--- config.mk ---
export PLATFORM = sky130hd
export DESIGN_NAME = instruction_issuer
export DESIGN_NICKNAME = d
export VERILOG_FILES = /design/src/rtl/instruction_issuer.sv
export SDC_FILE = /design/constraint.sdc
export NUM_CORES = 1
export LEC_CHECK = 0
export ABC_AREA = 1
export CAP_MARGIN = 10
export CORE_MARGIN = 3
export CORE_UTILIZATION = 42
export DETAILED_ROUTE_END_ITERATION = 10
export GPL_TIMING_DRIVEN = 0
export SYNTH_ARGS = -nofsm -noshare
export SYNTH_HDL_FRONTEND = slang
export SYNTH_SLANG_ARGS = --single-unit
export TNS_END_PERCENT = 1
--- constraint.sdc ---
create_clock -name clk -period 12.7 [get_ports clk]
set_input_delay 3.81 -clock clk [delete_from_list [all_inputs] [get_ports clk]]
set_output_delay 3.81 -clock clk [all_outputs]
set_load 0.01 [all_outputs]
--- src/rtl/instruction_issuer.sv ---
// rtl/instruction_issuer.sv - program memory plus valid/complete handshake issuer with watchdog
//
// Purpose: holds a loadable program and presents one instruction at a time to the
// core, advancing only after completeInstruction (or a watchdog expiry).
// Ports:
//   clk, reset            clock and synchronous active-high reset
//   loadEn/loadAddr/loadData  program memory write port (accepted in IDLE only)
//   start, stop           begin issuing from address 0 / end after the in-flight instruction
//   loopMode, lastAddr    program end address and wrap behaviour
//   completeInstruction   retire pulse from the core
//   instruction           held instruction word, validInstruction marks a new one
//   busy, done, pc        status
//   issuedCount, timeoutCount, timeoutFlag  statistics
module instruction_issuer #(
    parameter int ADDR_W  = 4,
    parameter int TIMEOUT = 15
) (
    input  logic              clk,
    input  logic              reset,
    input  logic              loadEn,
    input  logic [ADDR_W-1:0] loadAddr,
    input  logic [31:0]       loadData,
    input  logic              start,
    input  logic              stop,
    input  logic              loopMode,
    input  logic [ADDR_W-1:0] lastAddr,
    input  logic              completeInstruction,
    output logic [31:0]       instruction,
    output logic              validInstruction,
    output logic              busy,
    output logic              done,
    output logic [ADDR_W-1:0] pc,
    output logic [31:0]       issuedCount,
    output logic [15:0]       timeoutCount,
    output logic              timeoutFlag
);

    localparam int DEPTH   = 2 ** ADDR_W;
    localparam int TIMER_W = $clog2(TIMEOUT);

    localparam logic [1:0] IDLE  = 2'd0;
    localparam logic [1:0] ISSUE = 2'd1;
    localparam logic [1:0] WAIT  = 2'd2;
    localparam logic [1:0] DONE  = 2'd3;

    logic [1:0]         state;
    logic [31:0]        mem [DEPTH];
    logic [TIMER_W-1:0] timer;
    logic               stopPending;

    logic [ADDR_W-1:0]  nextPc;
    logic               timerExpired;
    logic               endInstr;
    logic               timeoutHit;

    assign validInstruction = (state == ISSUE);
    assign busy             = (state == ISSUE) || (state == WAIT);
    assign done             = (state == DONE);

    assign nextPc       = (pc == lastAddr) ? '0 : pc + 1'b1;
    assign timerExpired = (timer == TIMER_W'(TIMEOUT - 1));
    assign endInstr     = (state == WAIT) && (completeInstruction || timerExpired);
    // A complete arriving on the expiry cycle wins: the core did retire it.
    assign timeoutHit   = timerExpired && !completeInstruction;

    // Program memory has no reset so a loaded program survives a core reset.
    always_ff @(posedge clk) begin
        if (loadEn && state == IDLE) begin
            mem[loadAddr] <= loadData;
        end
    end

    always_ff @(posedge clk) begin
        if (reset) begin
            state        <= IDLE;
            pc           <= '0;
            instruction  <= '0;
            issuedCount  <= '0;
            timeoutCount <= '0;
            timeoutFlag  <= 1'b0;
            stopPending  <= 1'b0;
            timer        <= '0;
        end else begin
            case (state)
                IDLE: begin
                    if (start && !stop) begin
                        pc          <= '0;
                        instruction <= mem[{ADDR_W{1'b0}}];
                        state       <= ISSUE;
                    end
                end
                ISSUE: begin
                    issuedCount <= issuedCount + 32'd1;
                    timer       <= '0;
                    state       <= WAIT;
                    if (stop) begin
                        stopPending <= 1'b1;
                    end
                end
                WAIT: begin
                    timer <= timer + 1'b1;
                    if (stop) begin
                        stopPending <= 1'b1;
                    end
                    if (endInstr) begin
                        if (timeoutHit) begin
                            timeoutFlag <= 1'b1;
                            if (timeoutCount != 16'hFFFF) begin
                                timeoutCount <= timeoutCount + 16'd1;
                            end
                        end
                        // A stop seen on the final WAIT cycle counts as already pending.
                        if (stopPending || stop) begin
                            state       <= IDLE;
                            stopPending <= 1'b0;
                        end else if (pc == lastAddr && !loopMode) begin
                            state <= DONE;
                        end else begin
                            pc          <= nextPc;
                            instruction <= mem[nextPc];
                            state       <= ISSUE;
                        end
                    end
                end
                default: begin
                    state <= IDLE;
                end
            endcase
        end
    end

endmodule

Yosys cells after proc, flatten, opt, wreduce, memory -nomap -nowiden
Memory sizes are Yosys's and may differ from the RTL's. Index checks and enable logic that the tools add are counted.

Add/sub/neg operators: 4. Eq/ne operators: 10. Muxes and demuxes: 23. Reductions and logical operators: 18.

Operators by type and width (count): $mux W32 (4); $pmux W32 S2 (1); $add A32 B1 Y32 const B (1); $mux W4 (5); $add A16 B1 Y16 const B (1); $ne A16 B16 Y1 const B (1); $pmux W4 S2 (2); $add A4 B1 Y4 const B (2); $mux W2 (4); $ne A2 B2 Y1 const B (3); $pmux W2 S3 (1); $logic_and A1 B1 Y1 (5); $mux W1 (5); $reduce_and A5 Y1 (1); $eq A2 B2 Y1 const B (2); $eq A4 B4 Y1 (1); $eq A4 B4 Y1 const B (1); $reduce_and A4 Y1 (1); $reduce_bool A2 Y1 (2); $logic_not A1 Y1 (3); $logic_or A1 B1 Y1 (3); $reduce_and A3 Y1 (1); $eq A2 B1 Y1 const B (1); $logic_not A2 Y1 (1); other kinds (3) (3).

Flip-flop bits (word level): 92. Memory bits (writable): 512. Bits of input ports: 47. Output and inout port bits: 88. Word-level logic and storage cells: 64. Memories: 1.

Memories: mem (depth 16, width 32, rd ports 2, clocked after Yosys merged registers in 0, write ports 1, RTL line 47) `logic [31:0] mem [DEPTH];`.

Longest topological paths before layout
Gate-level depths: netlist of run 1. An unclocked memory read counts as a cell.

Word-level depth: 7. Gate-level depth with buffers: 16. Depth with buffers taken out: 14.

Worst setup path before layout of run 1
OpenSTA, ideal clock, no wires.

Path kind: input port to flip-flop. Start: in loadAddr[1]. End: mem mem[12][0], enable pin. Setup time: 0.461 ns. Arrival: 6.340 ns. Data required time: 12.239 ns. Path slack: 5.899 ns. Stages: 2. Buffers on the path: 0. Path through: or2_2 > nor3_1.

RTL lines: from (decl) (RTL line 21) `input logic [ADDR_W-1:0] loadAddr,`; to (decl) (RTL line 47).

Straight into the memory's write port.

Worst setup path after layout of run 1
Start: in lastAddr[0]. End: reg instruction[3].

Longest elaborated chain between the ends: 7. Elaborated cells on any way between the ends: 10. Classes of those cells: eq/ne (2); mux (5); reduce/logical (2); memory (1).

RTL lines: from (decl) (RTL line 26) `input logic [ADDR_W-1:0] lastAddr,`; $eq A4 B4 Y1 (*) (RTL line 60, 116); $mux W4 (RTL line 60) `assign nextPc = (pc == lastAddr) ? '0 : pc + 1'b1;`; $mem_v2 Z16 W32; $mux W32 (RTL line 116) `end else if (pc == lastAddr && !loopMode) begin`; $mux W32 (RTL line 113) `if (stopPending || stop) begin`; $mux W32 (RTL line 105) `if (endInstr) begin`; $pmux W32 S2 (RTL line 84) `case (state)`; to (signal assigned) (RTL line 88) `instruction <= mem[{ADDR_W{1'b0}}];`; to (signal assigned) (RTL line 120) `instruction <= mem[nextPc];`; to (decl) (RTL line 28) `output logic [31:0] instruction,`.

Mark *: on every way between the ends. The rest lies on a longest branch, timed or not. The select of a mux whose other input is x is not followed. A chain may end at the register's enable or synchronous reset.

==> metrics.cfg, run 1 <==
[cells_and_area]
fin_nets=2847
drive_gt1_frac=0.104
register_area_um2=17200
multi_input_area_um2=7390
final_util=0.511
fin_area_um2=31700
layoutNonFillerInstCount=3678
diodes=0
final_common_cell=nand3_1
areaGrowthSynthToFinish_pct=19.5
fillers=5558
final_cell_mix=536 x nand3_1, 512 x edfxtp_1, 330 x inv_1

[timing]
fin_crit_ps=6270
fmax_mhz=160
setup_tns_ps=0
finalMaxSlewViolations=0
period_share=0.493
skew_ps=27.0
worst_pin_slew_ps=1210
fin_ws_ps=6430
hold_viol_final=0
rsz0062_at_grt=false
slew_headroom=0.196
setup_viol=0

[synthesis]
yosysSeqAreaShare=0.648
async_flop_share=0
synth_area_um2=26600
ys_types=40
yosys_most_used_dff=edfxtp_1
yosys_warnings=0
synth_area_per_cell_um2=10.4
ys_seq_elements=604
synth-edff-count=512
synth_cells=2558
synth_nets=2615

[cts]
numCtsBuffers=67
cts_root_buf=clkbuf_16
clock_latency_ps=610
cts.sinks=604
cts_buffer_depth=3
post_cts_buffers=0
path_clk_slew_ps=60
hold_buffers=0
cts_resized=0
cts_tree=done
htreeDepth=3

[worst_setup_path]
max_stage_delay_ps=630
path_buf_inv=4
r2r_start=state[0]
path_class=in -> reg
r2r-end=instruction[5]
cp_max_fo=10
r2r_cells=11
required_ps=13130
cp-start-kind=input pin
crit_slowest_cell=clkdlybuf4s50_1
end_kind=flop
crit_chain=clkdlybuf4s50_1 -> inv_1 -> nand2_1 -> nand2_2 -> nor2_4 -> nand2_4 -> nand2_1 -> buf_2 -> buf_1 -> nand3_1 -> nand3_1 -> nand3_1 -> nand2_1 -> a21oi_1
r2r_setup_slack_ps=9510
critPathTopFamily=buffers and inverters
arrival_ps=6700

[global_routing]
grt_max_degree=23
grt_pass1_wl_um=119000
antenna_found_initial=0
gr-usage-all-layers=0.239
grt_pass1_vias=19400
overflow=0

[placement]
numPortBuffers=134
place.gp.congestion=0.875
dp_cells=3558
preCtsSetupSlack_ps=5980
dpl_cell_area_um2=29500
dp_hpwl_um=56100

[floorplan]
die_area_um2=66300
start_util=0.428
io_pins=135
row_count=91
die_x_um=258
dieHeight_um=258
core_area_um2=62200

[routing]
first_iter_violations=2239
ant_nets=0
vias=19855
detail_route.wl_per_cell_um=21.9
first_pass_iters=6
drc=0
wl_um=80400
avgViaCountPerCell=5.40

[power]
ir_drop_v=0.000162
p_leak_nw=12.0
power_density_nw_per_um2=202

[min_path]
hold_start=instruction[20]
holdCritPathClass=reg -> reg
hold_depth=2
hold_end=instruction[20]

[run]
cap_viol_max_count=0

[status]
status=finished clean

-- synth_stat cells (4+ instances only) --
cell type  number  area share
a211oi_1        7      0.0020
a21oi_1        98       0.018
nand3b_1       64       0.018
a21oi_2         4      0.0013
xnor2_1         4      0.0013
buf_2          41      0.0077
nor3_1         23      0.0043
nand2_1       315       0.044
clkbuf_1       55      0.0078
nand3_1       536        0.10
nor2_1        205       0.029
o21ai_0        55       0.010
or2_2          65       0.015
buf_6          16      0.0068
inv_1         330       0.047
buf_1          23      0.0032
o21a_1          4      0.0011
buf_4          18      0.0051
nand4_1         7      0.0016
o2111ai_1      32       0.011
xor2_1          8      0.0026
dfxtp_1        92       0.069
edfxtp_1      512        0.58
ha_1           10      0.0047
nor4_1          8      0.0019
-- worst max-delay path by stage --
stage / cells after the start / end / slack [ps] / start
finish: 14 / instruction[3] / 6430 / lastAddr[0]
global route: 14 / instruction[17] / 6410 / lastAddr[0]
CTS: 14 / instruction[14] / 6610 / lastAddr[0]
detailed placement: 14 / instruction[14] / 5980 / lastAddr[0]
global placement: 3 / mem[12][13] / 2740 / loadAddr[1]
floorplan: 2 / mem[12][0] / 5900 / loadAddr[1]
-- stage by stage --
step / power [mW] / hold slack (ps)
floorplan: 3.59 / 483
global placement: 4.40 / 455
detailed placement: 4.45 / 457
CTS: 6.42 / 466
global route: 6.70 / 491
finish: 6.42 / 462
-- flip-flops by register name (all words and copies together) (netlist names), 2 cells and up --
name,cells
issuedCount,32
timeoutCount,16
state,2
instruction,32
timer,4
pc,4
mem,512
-- per-layer routing --
metal,up-vias,share of wire,GRT usage
li1,9234,-,-
met1,9488,0.41,0.312
met2,929,0.46,0.384
met3,204,0.080,0.0480
met4,0,0.049,0.113
met5,-,0,0
-- kinds of logic after synthesis --
group           count (synthesis)  share of synthesized area
compound gates                207                     0.0459
xor+xnor                       12                    0.00395
simple gates                 1237                      0.220
buf+inv                       488                     0.0780
flops                         604                      0.648
fa+ha+maj                      10                    0.00471
-- worst reg2reg max path: cells and delay by family, from the launching register on --
family,cells,cell delay (ps)
and+or+nand+nor,3,740
adders and majority gates,1,270
buffers and inverters,4,1220
AOI/OAI and AO/OA,3,530
DFF,1,350
-- final cells by class --
cell class              count  share of cell area
flip-flops and latches    604               0.542
multi-input cells        1466               0.233
clock buffers              95              0.0594
repair buffers            163              0.0571
inverters                 335              0.0397
well taps                 837              0.0330
plain buffers             153              0.0256
clock inverters            25              0.0101
-- report_power, final --
group	internal, mW	total [mW]	switching (mW)
logic	0.665	2.14	1.48
clock network	1.20	1.97	0.771
registers	2.25	2.31	0.0532
total	4.11	6.42	2.30
Note: power is estimated with default switching activity, not from simulation.
==> run 2: changes to the inputs <==
Clock period 12.7 ns to 6.25 ns, I/O delays scaled along.
==> results of run 2 <==
Same layout as run 1 (identical final DEF). Status: finished clean.
Main changes from that run: setup slack after placement 5980 ps -> 1470 ps; setup slack after layout 6430 ps -> 1920 ps; register-to-register setup slack 9510 ps -> 3060 ps; total power 6.42 mW -> 13.0 mW; worst IR drop on VDD 0.000162 V -> 0.000328 V
==> run 3: changes to the inputs <==
Clock period 6.25 ns to 3.97 ns, I/O delays scaled along.
==> results of run 3 <==
Same layout as run 1 (identical final DEF). Status: finished clean.
Main changes from that run: setup slack after placement 5980 ps -> -128 ps; setup slack after layout 6430 ps -> 323 ps; register-to-register setup slack 9510 ps -> 780 ps; total power 6.42 mW -> 20.5 mW; worst IR drop on VDD 0.000162 V -> 0.000517 V
==> RTL edit: new RTL, flow settings as in run 1 <==
`TIMEOUT`: 15 -> 14.
--- a/src/rtl/instruction_issuer.sv
+++ b/src/rtl/instruction_issuer.sv
@@ -14,5 +14,5 @@
 module instruction_issuer #(
     parameter int ADDR_W  = 4,
-    parameter int TIMEOUT = 15
+    parameter int TIMEOUT = 14
 ) (
     input  logic              clk,
Formal check against the unedited RTL: same outputs for any inputs over 4 cycles, from zero or initial values and one cycle with reset high; that may be too few to reach the edited logic, so the function may still have changed.
==> RTL edit against run 1 <==
  * Register-to-register slack gained 0.10 ns
  * Clock power rose by 3%
  * Sequential cell count did not move
  * Setup slack better by 0.021 ns
  * Cell area about the same
  * Area after synthesis shrank 0.15%
  * Count of clock-buffer cells in the layout fell by 2
  * Power is 0.37% higher
  * Wire length decreased by 0.32%
  * Highest routed layer unchanged
==> RTL edit: results (changes against run 1) <==
[metrics] result of the run: completed
[metrics] gr usage total: 24.0% (+0.070 points)
[metrics] global-route met1 utilization: 32.5% (+1.2 points)
[metrics] layout net count: 2,848 (+0.035%)
[metrics] number of unique standard cell types used by synthesis: 39 (-2.5%)
[metrics] antenna diode count: 0 (unchanged)
[metrics] met3 WL post-DR: 6.55 mm (+1.7%)
[metrics] post-placement cell count: 3,557 (-0.028%)
[metrics] count of placed standard cells in the final layout, fillers left out: 3,681 (+0.082%)
[metrics] antenna violations before repair: 0 (unchanged)
[metrics] CP arrival: 6.77 ns (+0.07 ns)
[metrics] top area cells in the synthesized netlist: edfxtp_1 58%, nand3_1 10%, dfxtp_1 6.9%
[metrics] GRT met3 Usage: 4.61% (-0.19 points)
[metrics] maximum VDD drop: 137 µV (-15%)
[metrics] CTS clk-pin slew, worst paths: 0.06 ns (about the same)
[metrics] Largest delay share family, worst path: buffers and inverters
[metrics] layout cell share with drive strength beyond 1: 10.7% (+0.24 points)
[metrics] HPWL after detailed placement: 56.1 mm (about the same)
[metrics] net count after synthesis: 2,613 (-0.076%)
[metrics] clock latency of the later-clocked register in the worst-skew pair: 0.61 ns (about the same)
[metrics] maximum count of clock buffers along a single path: 3 (unchanged)
[metrics] instance area at placement: 29,500 µm² (-0.26%)
[metrics] post-DR wirelength/cell: 21.8 µm (-0.40%)
[metrics] metal1 wirelength: 33.7 mm (+3.0%)
[metrics] Post-synth ARST share: 0% (unchanged)
[metrics] Detailed Routing Iterations Pass 1: 7 (+1)
[metrics] post-route worst setup slack: 6.46 ns (+0.0209 ns)
[metrics] r2r setup slk: 9.61 ns (+0.10 ns)
[metrics] total CTS buffers: 69 (+3.0%)
[metrics] leakage power total: 11.9 nW (about the same)
[metrics] critical path's slowest cell: clkbuf_1
[metrics] Min Hold Slack: 0.465 ns (+0.00299 ns)
[metrics] post-synthesis sequential area ratio: 64.9% (+0.095 points)
[metrics] amount of wire on met2 after detailed routing: 36.7 mm (-1.7%)
[metrics] actual slew at the worst max-slew pin: 1.16 ns (-0.0451 ns)
[metrics] leading cell types by count after synthesis: 536 x nand3_1, 512 x edfxtp_1, 329 x inv_1
[metrics] vias per inst: 5.39 (-0.14%)
[metrics] gpl congestion: 0.863 (-1.3%)
[metrics] Post-CTS Repair Setup Buffers: 0 (unchanged)
[metrics] via count of the first global-routing pass: 19,192 (-1.1%)
[metrics] htree depth: 3 (unchanged)
[metrics] GR Layer Usage met2: 38.2% (-0.23 points)
[metrics] worst stage delay on the critical path: 0.69 ns (+0.06 ns)
[metrics] number of design-rule violations left by the first detailed-router iteration: 2,139 (-4.5%)
[metrics] maximum number of pins on one net before global-route repair: 21 (-8.7%)
[metrics] quantity of gates resized following cts: 0 (unchanged)
[metrics] endpoints failing hold: 0 (unchanged)
[metrics] wire length of the first global-routing pass: 120 mm (+0.41%)
[metrics] worst-case clock skew: 0.0200 ns (-0.00701 ns)
[metrics] pre-CTS setup slack: 5.94 ns (-0.0442 ns)
[metrics] synthesized area divided by synthesized cell count: 10.4 µm² (about the same)
[RTL edit: kinds of logic after synthesis]
logic type,share of synthesized area [%]
AOI/OAI and AO/OA,4.54
xor gates and xnor gates,0.396
adders and majority gates,0.471
buffers and inverters,7.78
DFF,64.9
and+or+nand+nor,21.9
[RTL edit: path summary, 6_finish.rpt]
kind / from / to / depth (start not counted)
worst max register to register: state[0]$_SDFFE_PP0P_ / timeoutCount[7]$_SDFFE_PP0P_ / 10
worst min register to register: instruction[28]$_SDFFE_PP0P_ / instruction[28]$_SDFFE_PP0P_ / 2
worst min-delay path: instruction[28]$_SDFFE_PP0P_ / instruction[28]$_SDFFE_PP0P_ / 2
worst max-delay path: lastAddr[0] / instruction[13]$_SDFFE_PP0P_ / 13
[RTL edit: report_power, final]
group | total (mW) | switching (mW) | leakage (nW) | internal [mW]
clock | 2.02 | 0.812 | 1.11 | 1.20
combinational | 2.12 | 1.46 | 5.48 | 0.662
sequential | 2.31 | 0.0524 | 5.36 | 2.25
[RTL edit: worst reg2reg max path, stage by stage, from the launching register on]
cell and delay, ns:
dfxtp_1 0.36, inv_1 0.14, ha_1 0.27, clkinv_1 0.52, nor3_2 0.62, nand2_1 0.29
nor2_1 0.20, nand2_1 0.14, nor2_1 0.21, a21oi_1 0.10, o21a_1 0.13
[RTL edit: final cells by class]
cell class | instances | area (µm²)
Fill cell | 5453 | 30300
Sequential cell | 604 | 17200
Multi-Input combinational cell | 1465 | 7360
Clock buffer | 93 | 1910
Timing Repair Buffer | 164 | 1770
Inverter | 334 | 1260
Tap cell | 837 | 1050
Buffer | 153 | 808
Clock inverter | 31 | 364
